$ cat config.mk
export PLATFORM = sky130hd
export DESIGN_NAME = pll_reset_sequencer
export DESIGN_NICKNAME = d
export VERILOG_FILES = /design/src/rtl/pll_reset_sequencer.sv
export SDC_FILE = /design/constraint.sdc
export NUM_CORES = 1
export LEC_CHECK = 0
export CAP_MARGIN = 20
export CORE_AREA = 10 10 82 84
export DETAILED_ROUTE_END_ITERATION = 7
export DIE_AREA = 0 0 92 94
export PLACE_DENSITY = 0.48
export SYNTH_ARGS = -nofsm -noshare
export SYNTH_HDL_FRONTEND = slang
export SYNTH_SLANG_ARGS = --single-unit
$ cat constraint.sdc
create_clock -name clock -period 2.05 [get_ports clock]
set_clock_uncertainty 0.15 [all_clocks]
set_input_delay 0.615 -clock clock [delete_from_list [all_inputs] [get_ports clock]]
set_output_delay 0.615 -clock clock [all_outputs]
set_load 0.05 [all_outputs]
$ cat src/rtl/pll_reset_sequencer.sv
// Purpose : sequences SDRAM and system resets from the PLL lock indicator.
// Latency : locked -> state change 3 edges (2-flop sync + 1 registered edge); outputs change with state.
// Backpressure: none; pure control block, outputs are levels.
//
// Ports:
//   clock         in   sequencer clock (50 MHz PLL IO clock)
//   reset_n       in   asynchronous active-low reset
//   locked        in   PLL lock indicator, asynchronous to clock
//   sw_reset      in   synchronous soft-reset request, level-sensitive
//   sdram_rst     out  active-high reset for SDRAM controller / SDRAM clock domains
//   sys_rst       out  active-high reset for CPU and IO logic
//   ready         out  high only in RUN
//   state         out  current state (0 WAIT_LOCK, 1 STABLE, 2 SDRAM_HOLD, 3 RUN)
//   lock_loss_cnt out  saturating count of lock losses after SDRAM release

module pll_reset_sequencer #(
  parameter int STABLE_CYCLES = 1024,
  parameter int SDRAM_HOLD    = 256
) (
  input  logic       clock,
  input  logic       reset_n,
  input  logic       locked,
  input  logic       sw_reset,
  output logic       sdram_rst,
  output logic       sys_rst,
  output logic       ready,
  output logic [1:0] state,
  output logic [7:0] lock_loss_cnt
);

  typedef enum logic [1:0] {
    ST_WAIT_LOCK  = 2'd0,
    ST_STABLE     = 2'd1,
    ST_SDRAM_HOLD = 2'd2,
    ST_RUN        = 2'd3
  } seqState_t;

  // Terminal counter values: the transition happens on the cycle the counter
  // reaches N-1, so exactly N cycles are spent in the counting state.
  localparam logic [15:0] STABLE_LAST = 16'(STABLE_CYCLES - 1);
  localparam logic [15:0] HOLD_LAST   = 16'(SDRAM_HOLD - 1);

  // Two-flop synchronizer for the asynchronous lock indicator.
  logic syncMeta;
  logic lockedS;

  always_ff @(posedge clock or negedge reset_n) begin
    if (!reset_n) begin
      syncMeta <= 1'b0;
      lockedS  <= 1'b0;
    end else begin
      syncMeta <= locked;
      lockedS  <= syncMeta;
    end
  end

  seqState_t   curState;
  seqState_t   nextState;
  logic [15:0] cycleCnt;
  logic [15:0] nextCnt;
  logic        lossEvent;

  // Next-state decode. Priority: lock loss, then soft reset, then counter
  // terminal. The counter is cleared on every state change.
  always_comb begin
    nextState = curState;
    nextCnt   = cycleCnt;
    lossEvent = 1'b0;
    case (curState)
      ST_WAIT_LOCK: begin
        nextCnt = 16'd0;
        if (lockedS) begin
          nextState = ST_STABLE;
        end
      end
      ST_STABLE: begin
        if (!lockedS) begin
          nextState = ST_WAIT_LOCK;
          nextCnt   = 16'd0;
        end else if (sw_reset) begin
          // Restart the stability window without leaving STABLE.
          nextCnt = 16'd0;
        end else if (cycleCnt == STABLE_LAST) begin
          nextState = ST_SDRAM_HOLD;
          nextCnt   = 16'd0;
        end else begin
          nextCnt = cycleCnt + 16'd1;
        end
      end
      ST_SDRAM_HOLD: begin
        if (!lockedS) begin
          nextState = ST_WAIT_LOCK;
          nextCnt   = 16'd0;
          lossEvent = 1'b1;
        end else if (sw_reset) begin
          nextState = ST_STABLE;
          nextCnt   = 16'd0;
        end else if (cycleCnt == HOLD_LAST) begin
          nextState = ST_RUN;
          nextCnt   = 16'd0;
        end else begin
          nextCnt = cycleCnt + 16'd1;
        end
      end
      ST_RUN: begin
        nextCnt = 16'd0;
        if (!lockedS) begin
          nextState = ST_WAIT_LOCK;
          lossEvent = 1'b1;
        end else if (sw_reset) begin
          nextState = ST_STABLE;
        end
      end
      default: begin
        nextState = ST_WAIT_LOCK;
        nextCnt   = 16'd0;
      end
    endcase
  end

  // State, counter and outputs. Outputs decode nextState so they switch on
  // the same edge as the state register.
  always_ff @(posedge clock or negedge reset_n) begin
    if (!reset_n) begin
      curState      <= ST_WAIT_LOCK;
      cycleCnt      <= 16'd0;
      sdram_rst     <= 1'b1;
      sys_rst       <= 1'b1;
      ready         <= 1'b0;
      lock_loss_cnt <= 8'd0;
    end else begin
      curState  <= nextState;
      cycleCnt  <= nextCnt;
      sdram_rst <= (nextState == ST_WAIT_LOCK) || (nextState == ST_STABLE);
      sys_rst   <= (nextState != ST_RUN);
      ready     <= (nextState == ST_RUN);
      if (lossEvent && (lock_loss_cnt != 8'hFF)) begin
        lock_loss_cnt <= lock_loss_cnt + 8'd1;
      end
    end
  end

  assign state = curState;

  // The system domain must never leave reset while SDRAM is still held.
  sysAfterSdram: assert property (@(posedge clock) disable iff (!reset_n)
    !(sdram_rst && !sys_rst));

endmodule
Word level (Yosys, flattened, before mapping)
Index checks and enable logic that the tools add are counted.

word-level totals
  flip-flop bits (word level) = 31
  latch bits = 0
  RAM bits = 0
  bits in read-only memories = 0
  bits of input ports = 4
  output and inout bits = 13
  word-level logic and storage cells = 44
  memories = 0

cells by class
  $add $sub $neg = 2
  multiply operators = 0
  divide/modulo/power cells = 0
  order comparisons = 0
  equal/unequal tests = 9
  shift operators = 0
  multiplexer cells = 19
  bitwise gates (word level) = 0
  reductions and logical operators = 6

operators by type and width
  operator                 number
  $mux W16                 6
  $pmux W16 S3             1
  $mux W2                  9
  $add A16 B1 Y16 const B  1
  $eq A16 B10 Y1 const B   1
  $eq A16 B8 Y1 const B    1
  $add A8 B1 Y8 const B    1
  $ne A8 B8 Y1 const B     1
  $pmux W2 S4              1
  $eq A2 B2 Y1 const B     3
  $eq A2 B1 Y1 const B     2
  $logic_not A2 Y1         2
  $reduce_or A2 Y1         2
  $mux W1                  2
  $ne A2 B2 Y1 const B     1
  $logic_and A1 B1 Y1      1
  $logic_or A1 B1 Y1       1

Depth between registers and ports, before layout
Gate-level depths: netlist of the first run.

  depth after elaboration = 7
  mapped depth = 6
  mapped depth without buffers = 5

Worst setup path after synthesis of the first run
OpenSTA, ideal clock, no wires.

  path kind = register to register
  start = reg lock_loss_cnt[0]
  end = reg lock_loss_cnt[1]
  setup time = 0.125 ns
  arrival = 1.704 ns
  data required time = 1.775 ns
  slack = 0.071 ns
  stages on the path, launching flop included = 5
  buffers on the path = 0
  clock period less this slack = 1.979 ns
  cell sequence = dfrtp_1 > ha_1 > nand2_1 > o311a_1 > mux2_2

on the way
  word-level cells in the longest chain between the ends = 2
  elaborated cells between the ends (all ways) = 3
  those cells by class = 1 x add/sub; 1 x eq/ne; 1 x reduce/logical

RTL lines
  what                                                                   RTL line  text
  from (decl)                                                            28        output logic [7:0] lock_loss_cnt
  from (signal assigned)                                                 138       lock_loss_cnt <= lock_loss_cnt + 8'd1;
  parallel branches: the longest is 2 deep, another holds $add A8 B1 Y8  -

Parallel ways; which one is timed is not known.
A chain may end at the register's enable or synchronous reset.

Final worst setup path of the first run
  start = reg cycleCnt[0]
  end = reg sdram_rst

on the way
  word-level cells in the longest chain between the ends = 7
  elaborated cells between the ends (all ways) = 12
  those cells by class = 3 x eq/ne; 7 x mux; 2 x reduce/logical

RTL lines
  what                                                     RTL line  text
  from (decl)                                              59        logic [15:0] cycleCnt;
  from (signal assigned)                                   133       cycleCnt <= nextCnt;
  $eq A16 B8 Y1 / $eq A16 B10 Y1 (equally long branches)   98, 83
  $mux W2 (on tied branches)                               98, 83
  $mux W2 (on tied branches)                               95, 80
  $mux W2 (on tied branches)                               91, 77
  $pmux W2 S4 *                                            69        case (curState)
  $eq A2 B1 Y1 / $logic_not A2 Y1 (equally long branches)  134       sdram_rst <= (nextState == ST_WAIT_LOCK) || (nextState == ST_STABLE);
  $logic_or A1 B1 Y1 *                                     134
  to (signal assigned)                                     134
  to (decl)                                                24        output logic sdram_rst,

Mark *: on every way between the ends. The rest lies on a longest branch, timed or not.

==> results.yml, run 1 <==
global_route:
  overflow: 0
  grt_max_degree: 32
  grt_pass1_vias: 1095
  antenna_found_initial: 0
  grt_pass1_wl_um: 5330
  grt.total_usage: 0.0761
placement:
  post_dp_cell_area_um2: 1910
  gp_congestion: 0.782
  dp_hpwl_um: 2300
  portBuffers: 16
clock_network:
  clkTransAtPathRegs_ns: 0.06
  clock_latency_ns: 0.27
  cts-resized-gates: 0
  cts_tree: "yes"
  clock-sinks: 31
  cts-root-buf: "clkbuf_8"
  ctsHoldBuffers: 0
  numCtsBuffers: 5
  postCtsSetupRepairBufs: 0
  htreeDepth: 2
  cts.path.max_buffers: 2
detailed_routing:
  routed_wl_um: 3100
  ant_nets: 0
  vias_per_cell: 4.71
  post_drt_wl_per_cell_um: 13.4
  vias: 1087
  first_iter_violations: 76
  drc: 0
  dr.pass1.iters: 4
critical_path:
  required_ns: 2.09
  arrival_ns: 1.91
  crit_fanout: 5
  r2r_cells: 5
  timing.rr.start: "cycleCnt[0]"
  worstSetupPathType: "flip-flop to flip-flop"
  endpoint_kind: "flip-flop"
  timing.rr.end: "sdram_rst"
  critPathLaunchType: "flip-flop"
  ff2ff_setup_slack_ns: 0.18
sta:
  max_freq_ghz: 0.536
  post-route-min-period_ns: 1.87
  drv_slew: 0
  setup_viol: 0
  min_period_over_period: 0.910
  finalHoldViolCount: 0
  worst_pin_slew_ns: 0.413
  setup_tns_ns: 0
  relSlewSlack: 0.723
  rsz0062_at_grt: "no"
layout:
  syn_to_final_growth_pct: 33.6
  diodes: 0
  drive_gt1_frac: 0.255
  final_nets: 166
  fin_area_um2: 2010
die:
  die_w_um: 92
  die_h_um: 94
  die_area_um2: 8650
  initial_core_util: 0.297
  std_cell_rows: 26
  pin_count: 17
  core_area_um2: 5070
worst_hold_path:
  min_delay_path_depth: 0
  min_from: "syncMeta"
  hp-class: "flip-flop to flip-flop"
  min_to: "lockedS"
yosys:
  yosysWarnings: 0
  synthCells: 135
  syn_area_per_cell_um2: 11.2
  synth_seq_cells: 31
  yosysSeqAreaShare: 0.517
  synth_nets: 141
  post_synth_num_cell_types: 41
  syn_area_um2: 1510
status:
  status: "complete, no violations"
power_and_ir_drop:
  p_leak_uw: 0.000786
  irDropWorstVdd_mv: 0.338
  power_per_cell_area_nw_per_um2: 595
run:
  maxCapViolations: 0
==> worst max path at each step <==
| stage | from | to | slack, ns | cells past startpoint |
|---|---|---|---|---|
| after floorplan | lock_loss_cnt[0] | lock_loss_cnt[1] | 0.07 | 4 |
| after global placement | sw_reset | cycleCnt[14] | 0.11 | 6 |
| after detailed placement | sw_reset | cycleCnt[2] | 0.07 | 6 |
| after CTS | cycleCnt[0] | sdram_rst | 0.18 | 5 |
| after global routing | cycleCnt[0] | sdram_rst | 0.06 | 5 |
| final | cycleCnt[0] | sdram_rst | 0.18 | 5 |
==> placed cells by master, fill, tap and decap left out, drive strengths merged, types with 4 or more instances in the layout <==
cell type	count
nor4	4
nand3	9
nor2	15
nand2	6
nand4	8
dfrtp	29
inv	4
clkbuf	8
buf	18
xnor2	7
nor3	4
a31oi	5
xor2	9
==> cells in the mapped netlist <==
master      n  area, um2
a21oi_1     1       5.00
a21oi_2     1       8.76
a22oi_1     1       7.51
a2bb2oi_4   1       26.3
a31oi_1     5       31.3
a41oi_1     1       8.76
a41oi_2     1       16.3
and3_1      1       6.26
and3_4      1       11.3
and4_2      1       10.0
and4_4      2       22.5
and4bb_2    1       12.5
buf_4       1       7.51
buf_6       1       11.3
clkbuf_1    1       3.75
dfrtp_1    29        726
dfstp_2     2       52.6
ha_1        2       25.0
inv_1       4       15.0
mux2_2      1       11.3
nand2_1     6       22.5
nand2b_1    1       6.26
nand3_1     8       40.0
nand3_2     1       10.0
nand3b_1    1       7.51
nand4_1     8       50.1
nor2_1     15       56.3
nor2b_1     3       18.8
nor3_1      4       20.0
nor3b_1     1       7.51
nor4_1      3       18.8
nor4_2      1       12.5
nor4b_2     1       15.0
o21a_1      2       15.0
o311a_1     1       10.0
o31ai_1     1       7.51
or2_2       1       6.26
or3_1       2       12.5
or4_4       1       11.3
xnor2_1     7       61.3
xor2_1      9       78.8
==> power breakdown <==
group	internal (uW)	switching, uW
sequential	617	6.86
clock	306	208
combinational	26.6	33.0
total	950	248
==> logic make-up (layout without fill, tap and decap cells) <==
family	Yosys count	after routing	share of synthesized area
compound gates	15	15	0.0905
simple gates	63	63	0.251
flops	31	31	0.517
buf+inv	7	33	0.0249
mux	1	1	0.00747
fa+ha+maj	2	2	0.0166
xor+xnor	16	16	0.0930
==> metrics by stage <==
stage | utilization | hold WS (ns) | setup slack, ns | std cells | power [uW]
floorplan | - | 0.169 | 0.0711 | 135 | 654
global placement | 0.377 | 0.185 | 0.113 | 223 | 695
detailed placement | 0.377 | 0.198 | 0.0650 | 223 | 696
CTS | 0.396 | 0.213 | 0.177 | 231 | 1220
global route | 0.396 | 0.224 | 0.0576 | 231 | 1250
finish | 0.396 | 0.226 | 0.184 | 231 | 1200
==> critical path, stage by stage (launching register included) <==
cell and delay, ns:
dfrtp_1 0.42, ha_1 0.25, and4_2 0.30, and4_4 0.26, a21oi_1 0.08, or3_1 0.33
==> area by class of cell <==
cell class                      instances  area, um2
Fill cell                             521       3060
Sequential cell                        31        778
Multi-Input combinational cell         97        691
Timing Repair Buffer                   21        340
Clock buffer                            8        100
Tap cell                               70       87.6
Inverter                                4       15.0
==> routing by layer <==
metal / vias to the layer above / track usage / wire length, um
li1: 538 / - / -
met1: 529 / 0.0872 / 1380
met2: 16 / 0.119 / 1510
met3: 4 / 0.0376 / 177
met4: 0 / 0.0296 / 37
met5: - / 0 / 0
==> flip-flops by register name, indices dropped and copies added, names as in the netlist <==
register       count
syncMeta           1
cycleCnt          16
sdram_rst          1
sys_rst            1
lockedS            1
ready              1
lock_loss_cnt      8
state              2
Note: power is estimated with default switching activity, not from simulation.
==> inputs of run 2 (changes only) <==
--- a/config.mk
+++ b/config.mk
@@ -5,11 +5,13 @@
 export SDC_FILE = /design/constraint.sdc
 export NUM_CORES = 1
 export LEC_CHECK = 0
+export ABC_AREA = 1
 export CAP_MARGIN = 20
-export CORE_AREA = 10 10 82 84
+export CORE_AREA = 10 10 85 87
 export DETAILED_ROUTE_END_ITERATION = 7
-export DIE_AREA = 0 0 92 94
-export PLACE_DENSITY = 0.48
+export DIE_AREA = 0 0 95 97
+export PLACE_DENSITY = 0.47
+export SLEW_MARGIN = 10
 export SYNTH_ARGS = -nofsm -noshare
 export SYNTH_HDL_FRONTEND = slang
 export SYNTH_SLANG_ARGS = --single-unit
==> run 2 against run 1 <==
  * Sequential cell count unchanged
  * Worst hold slack got worse by 0.027 ns
  * Utilization decreased by 2.3 points
  * Via count increased by 12%
  * Clock power decreased by 11%
  * Critical path type unchanged
==> results.yml, run 2 <==
sta:
  setup_tns_ns: 0
  rsz0062_at_grt: "no"
  finalHoldViolCount: 0
  setup_viol: 0
  post-route-min-period_ns: 1.77
  max_freq_ghz: 0.566
  finalWorstSetupSlack_ns: 0.284
  drv_slew: 0
  relSlewSlack: 0.824
  min_period_over_period: 0.862
  worst_pin_slew_ns: 0.263
worst_hold_path:
  hp-class: "flip-flop to flip-flop"
  min_to: "lockedS"
  min_delay_path_depth: 0
  min_from: "syncMeta"
status:
  status: "complete, no violations"
die:
  die_w_um: 95
  die_area_um2: 9220
  core_area_um2: 5470
  std_cell_rows: 27
  initial_core_util: 0.294
  die_h_um: 97
  pin_count: 17
power_and_ir_drop:
  p_int_uw: 871
  swShare: 0.241
  seq_power_share: 0.543
  clockPowerShare: 0.398
  comb_power_share: 0.058
  irDropWorstVdd_mv: 0.328
  p_leak_uw: 0.000887
  p_sw_uw: 276
  power_per_cell_area_nw_per_um2: 560
critical_path:
  path_buf_inv: 1
  worstSetupPathType: "flip-flop to flip-flop"
  arrival_ns: 1.78
  crit_fanout: 15
  cp_common_cell: "nand2_2"
  ff2ff_setup_slack_ns: 0.28
  r2r_cells: 8
  timing.rr.end: "cycleCnt[11]"
  crit_cells: 8
  timing.rr.start: "cycleCnt[0]"
  critPathLaunchType: "flip-flop"
  slowest_stage: "dfrtp_1"
  endpoint_kind: "flip-flop"
  critical-path-top-delay-family: "simple AND/OR/NAND/NOR gates"
  cp_cell_sequence: "ha_1 -> nand3_2 -> nor2_4 -> nand2_2 -> nand3_1 -> nand2_2 -> inv_4 -> nor2_1"
  required_ns: 2.06
  slowest_delay_ns: 0.39
yosys:
  muxShareOfSynthArea: 0
  synth_top_family_by_area: "simple AND/OR/NAND/NOR gates"
  synth.top_cell.area_share: 0.452
  post_synth_num_cell_types: 25
  synth_fa_ha_area_frac: 0.0156
  syn_area_per_cell_um2: 8.41
  synth_xor_xnor_area_share: 0.0763
  synth_seq_cells: 31
  ys.flop_type: "dfrtp_1"
  synth_compound_area_frac: 0.0452
  yosys.area_share.simple: 0.311
  synth_area_leaders: "dfrtp_1 (45%), nand2_1 (12%), nor2_1 (5.4%)"
  synth_top_cell_by_area: "dfrtp_1"
  synth_most_common_cell: "nand2_1"
  synth_enable_flop_cells: 0
  yosysWarnings: 0
  yosysSeqAreaShare: 0.484
  synth_nets: 197
  synthTopCellsByCount: "nand2_1 (50), dfrtp_1 (29), nor2_1 (23)"
  syn_area_um2: 1610
  synthCells: 191
  async_flop_share: 1.00
clock_network:
  postCtsSetupRepairBufs: 0
  clkTransAtPathRegs_ns: 0.06
  cts-resized-gates: 0
  cts-root-buf: "clkbuf_8"
  cts.path.max_buffers: 2
  numCtsBuffers: 5
  cts_tree: "yes"
  htreeDepth: 2
  ctsHoldBuffers: 0
  clock-sinks: 31
  clock_latency_ns: 0.28
layout:
  syn_to_final_growth_pct: 27.3
  diodes: 0
  final_common_cell: "nand2_1"
  top_register: "cycleCnt"
  largest_reg_flops: 16
  nFillCells: 574
  drive_gt1_frac: 0.219
  fin_util: 0.374
  final_nets: 220
  layout_common_cells: "nand2_1 (50), dfrtp_1 (29), nor2_1 (23)"
global_route:
  grt_max_degree: 32
  grt_pass1_vias: 1177
  grt_pass1_wl_um: 5400
  antenna_found_initial: 0
  overflow: 0
  grt.total_usage: 0.0730
placement:
  gp_congestion: 0.761
  dp_hpwl_um: 2240
  portBuffers: 16
  place_ws_ns: 0.149
detailed_routing:
  dr.pass1.iters: 4
  drc: 0
  routed_wl_um: 3020
  vias: 1213
  vias_per_cell: 4.23
  post_drt_wl_per_cell_um: 10.5
  first_iter_violations: 68
  ant_nets: 0
run:
  maxCapViolations: 0
run 2: cell count changes in the layout (fill, tap and decap cells not counted), sizes merged, moves of 4 or more:
cell	delta
buf	-4
nor2	+22
nand2	+47
inv	+19
nand4	-5
o21ai	+7
a31oi	-4
nor4	-4
run 2: cells by family after synthesis:
family / after synthesis
buffers and inverters: 24
AO/OA/AOI/OAI: 12
flip-flops: 31
XOR/XNOR: 14
adder cells (fa/ha/maj): 2
AND/OR/NAND/NOR: 108
run 2: layout make-up:
type                       count  area (um2)  share of cell area
timing repair buffer          17         285               0.139
clock buffer                   5        68.8              0.0336
sequential                    31         778               0.380
clock inverter                 3        15.0             0.00734
multi-input combinational    136         719               0.352
inverter                      23        88.8              0.0434
tap                           72        90.1              0.0440
run 2: worst max path at each step:
stage | slack [ns] | endpoint | startpoint
floorplan | 0.11 | lock_loss_cnt[5] | lock_loss_cnt[1]
global placement | 0.19 | cycleCnt[11] | sw_reset
detailed placement | 0.15 | cycleCnt[11] | sw_reset
CTS | 0.25 | lock_loss_cnt[4] | lock_loss_cnt[1]
global route | 0.05 | lock_loss_cnt[4] | lock_loss_cnt[1]
finish | 0.28 | cycleCnt[11] | cycleCnt[0]
run 2: power groups by stage:
stage	sequential (uW)	clock (uW)	combinational, uW
finish	623	456	66.9
global route	623	511	74.3
CTS	623	482	69.2
detailed placement	634	0	69.2
global placement	634	0	68.4
floorplan	644	0	29.9
run 2: routing by layer:
metal | GRT usage | vias to the layer above | wire, um | share of wire
li1 | - | 637 | - | -
met4 | 0.0378 | 0 | 78 | 0.026
met3 | 0.0347 | 8 | 169 | 0.056
met5 | 0 | - | 0 | 0
met1 | 0.0905 | 551 | 1440 | 0.48
met2 | 0.101 | 17 | 1330 | 0.44
run 2: per-stage QoR:
stage	instances	total power, uW	hold slack (ns)	area [um2]
5_1_grt	287	1210	0.217	2050
3_5_place_dp	279	703	0.186	1960
4_1_cts	287	1170	0.202	2050
3_3_place_gp	279	703	0.186	1960
6_report	287	1150	0.199	2050
2_1_floorplan	191	674	0.169	1610
==> inputs of run 3 (changes only) <==
==> constraint.sdc (replaced) <==
create_clock -name clock -period 2.1 [get_ports clock]
set_clock_uncertainty 0.15 [all_clocks]
set_input_delay 0.63 -clock clock [delete_from_list [all_inputs] [get_ports clock]]
set_output_delay 0.63 -clock clock [all_outputs]
set_load 0.05 [all_outputs]
==> run 3 against run 2 <==
  * Cell count did not move
  * Worst setup slack improved by 0.051 ns
  * Clock power rose by 52%
  * Combinational power fell by 3.1%
  * Design area rose by 1.2%
  * Maximum frequency barely moved
  * Routed wire length rose by 0.23%
  * Utilization rose by 0.43 points
  * Non-clock buffer count did not move
  * Sequential share of layout area fell by 0.44 points
  * Highest routed layer unchanged
==> results.yml, run 3 (synthesis gave the netlist of run 2 again) <==
clock_network:
  postCtsSetupRepairBufs: 0
  ctsHoldBuffers: 0
  clock-sinks: 31
  cts-root-buf: "clkbuf_8"
  cts.path.max_buffers: 2
  cts_tree: "yes"
  htreeDepth: 2
  numCtsBuffers: 5
  clkTransAtPathRegs_ns: 0.07
  cts-resized-gates: 0
  clock_latency_ns: 0.28
power_and_ir_drop:
  p_sw_uw: 268
  p_leak_uw: 0.000899
  power_per_cell_area_nw_per_um2: 660
  p_int_uw: 1100
  irDropWorstVdd_mv: 0.348
  clockPowerShare: 0.508
  seq_power_share: 0.445
  comb_power_share: 0.047
  swShare: 0.196
critical_path:
  cp_cell_sequence: "ha_1 -> nand3_2 -> nor2_4 -> nand2_2 -> nand3_1 -> nand2_2 -> inv_4 -> nor2_1"
  worstSetupPathType: "flip-flop to flip-flop"
  r2r_cells: 8
  ff2ff_setup_slack_ns: 0.34
  timing.rr.start: "cycleCnt[0]"
  crit_fanout: 15
  cp_common_cell: "nand2_2"
  timing.rr.end: "cycleCnt[11]"
  arrival_ns: 1.77
  startpoint: "cycleCnt[0]"
  slowest_stage: "dfrtp_1"
  critPathLaunchType: "flip-flop"
  required_ns: 2.11
  slowest_delay_ns: 0.39
  endpoint_kind: "flip-flop"
die:
  initial_core_util: 0.294
  die_h_um: 97
  core_area_um2: 5470
  die_area_um2: 9220
  die_w_um: 95
  std_cell_rows: 27
  pin_count: 17
sta:
  min_period_over_period: 0.840
  setup_tns_ns: 0
  rsz0062_at_grt: "no"
  post-route-min-period_ns: 1.76
  finalHoldViolCount: 0
  max_freq_ghz: 0.567
  setup_viol: 0
  drv_slew: 0
  whs_ns: 0.200
  finalWorstSetupSlack_ns: 0.335
  worst_pin_slew_ns: 0.271
  relSlewSlack: 0.819
status:
  status: "complete, no violations"
worst_hold_path:
  min_from: "syncMeta"
  hp-class: "flip-flop to flip-flop"
  min_to: "lockedS"
  min_delay_path_depth: 0
layout:
  largest_reg_flops: 16
  nFillCells: 569
  final_common_cell: "nand2_1"
  diodes: 0
  top_register: "cycleCnt"
  fin_area_um2: 2070
  final_nets: 220
  syn_to_final_growth_pct: 28.8
  fin_util: 0.378
  drive_gt1_frac: 0.214
  layout_common_cells: "nand2_1 (50), dfrtp_1 (29), nor2_1 (23)"
global_route:
  grt_pass1_vias: 1201
  grt_pass1_wl_um: 5620
  overflow: 0
  grt_max_degree: 32
  grt.total_usage: 0.0748
  antenna_found_initial: 0
detailed_routing:
  ant_nets: 0
  first_iter_violations: 67
  dr.pass1.iters: 4
  drc: 0
  routed_wl_um: 3030
  vias: 1179
  vias_per_cell: 4.11
  post_drt_wl_per_cell_um: 10.5
run:
  maxCapViolations: 0
placement:
  dp_hpwl_um: 2230
  portBuffers: 16
  gp_congestion: 0.757
  post_dp_cell_area_um2: 1940
  place_ws_ns: 0.199
==> run 3: cell types whose count changed in the layout (fill, tap and decap cells not counted) <==
cell	before	now
clkbuf_1	0	1
bufinv_16	0	2
buf_12	12	10
clkinv_2	3	0
buf_4	2	4
==> run 3: metrics by stage <==
step	instances	total power, uW
after floorplan	191	658
after global routing	287	1420
after CTS	287	1390
after detailed placement	279	686
final	287	1370
after global placement	279	686
==> run 3: worst max path at each step <==
| stage | end | cells after the start |
|---|---|---|
| floorplan | lock_loss_cnt[5] | 8 |
| global placement | cycleCnt[11] | 6 |
| detailed placement | cycleCnt[11] | 6 |
| CTS | lock_loss_cnt[4] | 8 |
| global route | cycleCnt[6] | 8 |
| finish | cycleCnt[11] | 8 |
==> run 3: worst max-delay path, delay by kind of cell, from the launching register on <==
| family | cells | cell delay (ns) |
|---|---|---|
| DFF | 1 | 0.39 |
| buffers and inverters | 1 | 0.19 |
| adders and majority gates | 1 | 0.23 |
| and+or+nand+nor | 6 | 0.69 |
==> run 3: routing by layer <==
layer / wire length [um] / vias up / GRT usage
li1: - / 634 / -
met1: 1490 / 524 / 0.0949
met2: 1350 / 16 / 0.108
met3: 151 / 5 / 0.0332
met4: 37 / 0 / 0.0275
met5: 0 / - / 0
==> run 3: power by group through the flow <==
stage	clock network (uW)	logic (uW)	registers, uW
2_1_floorplan	0	29.2	628
3_3_place_gp	0	66.8	619
3_5_place_dp	0	67.0	619
4_1_cts	712	67.0	608
5_1_grt	737	72.4	608
6_report	693	64.8	608
==> run 3: layout make-up <==
cell class,instances,area (um2),area share
inverters,23,88.8,0.0429
repair buffers,17,260,0.126
well taps,72,90.1,0.0435
multi-input cells,136,719,0.348
clock buffers,6,72.6,0.0351
flip-flops and latches,31,778,0.376
clock inverters,2,60.1,0.0290
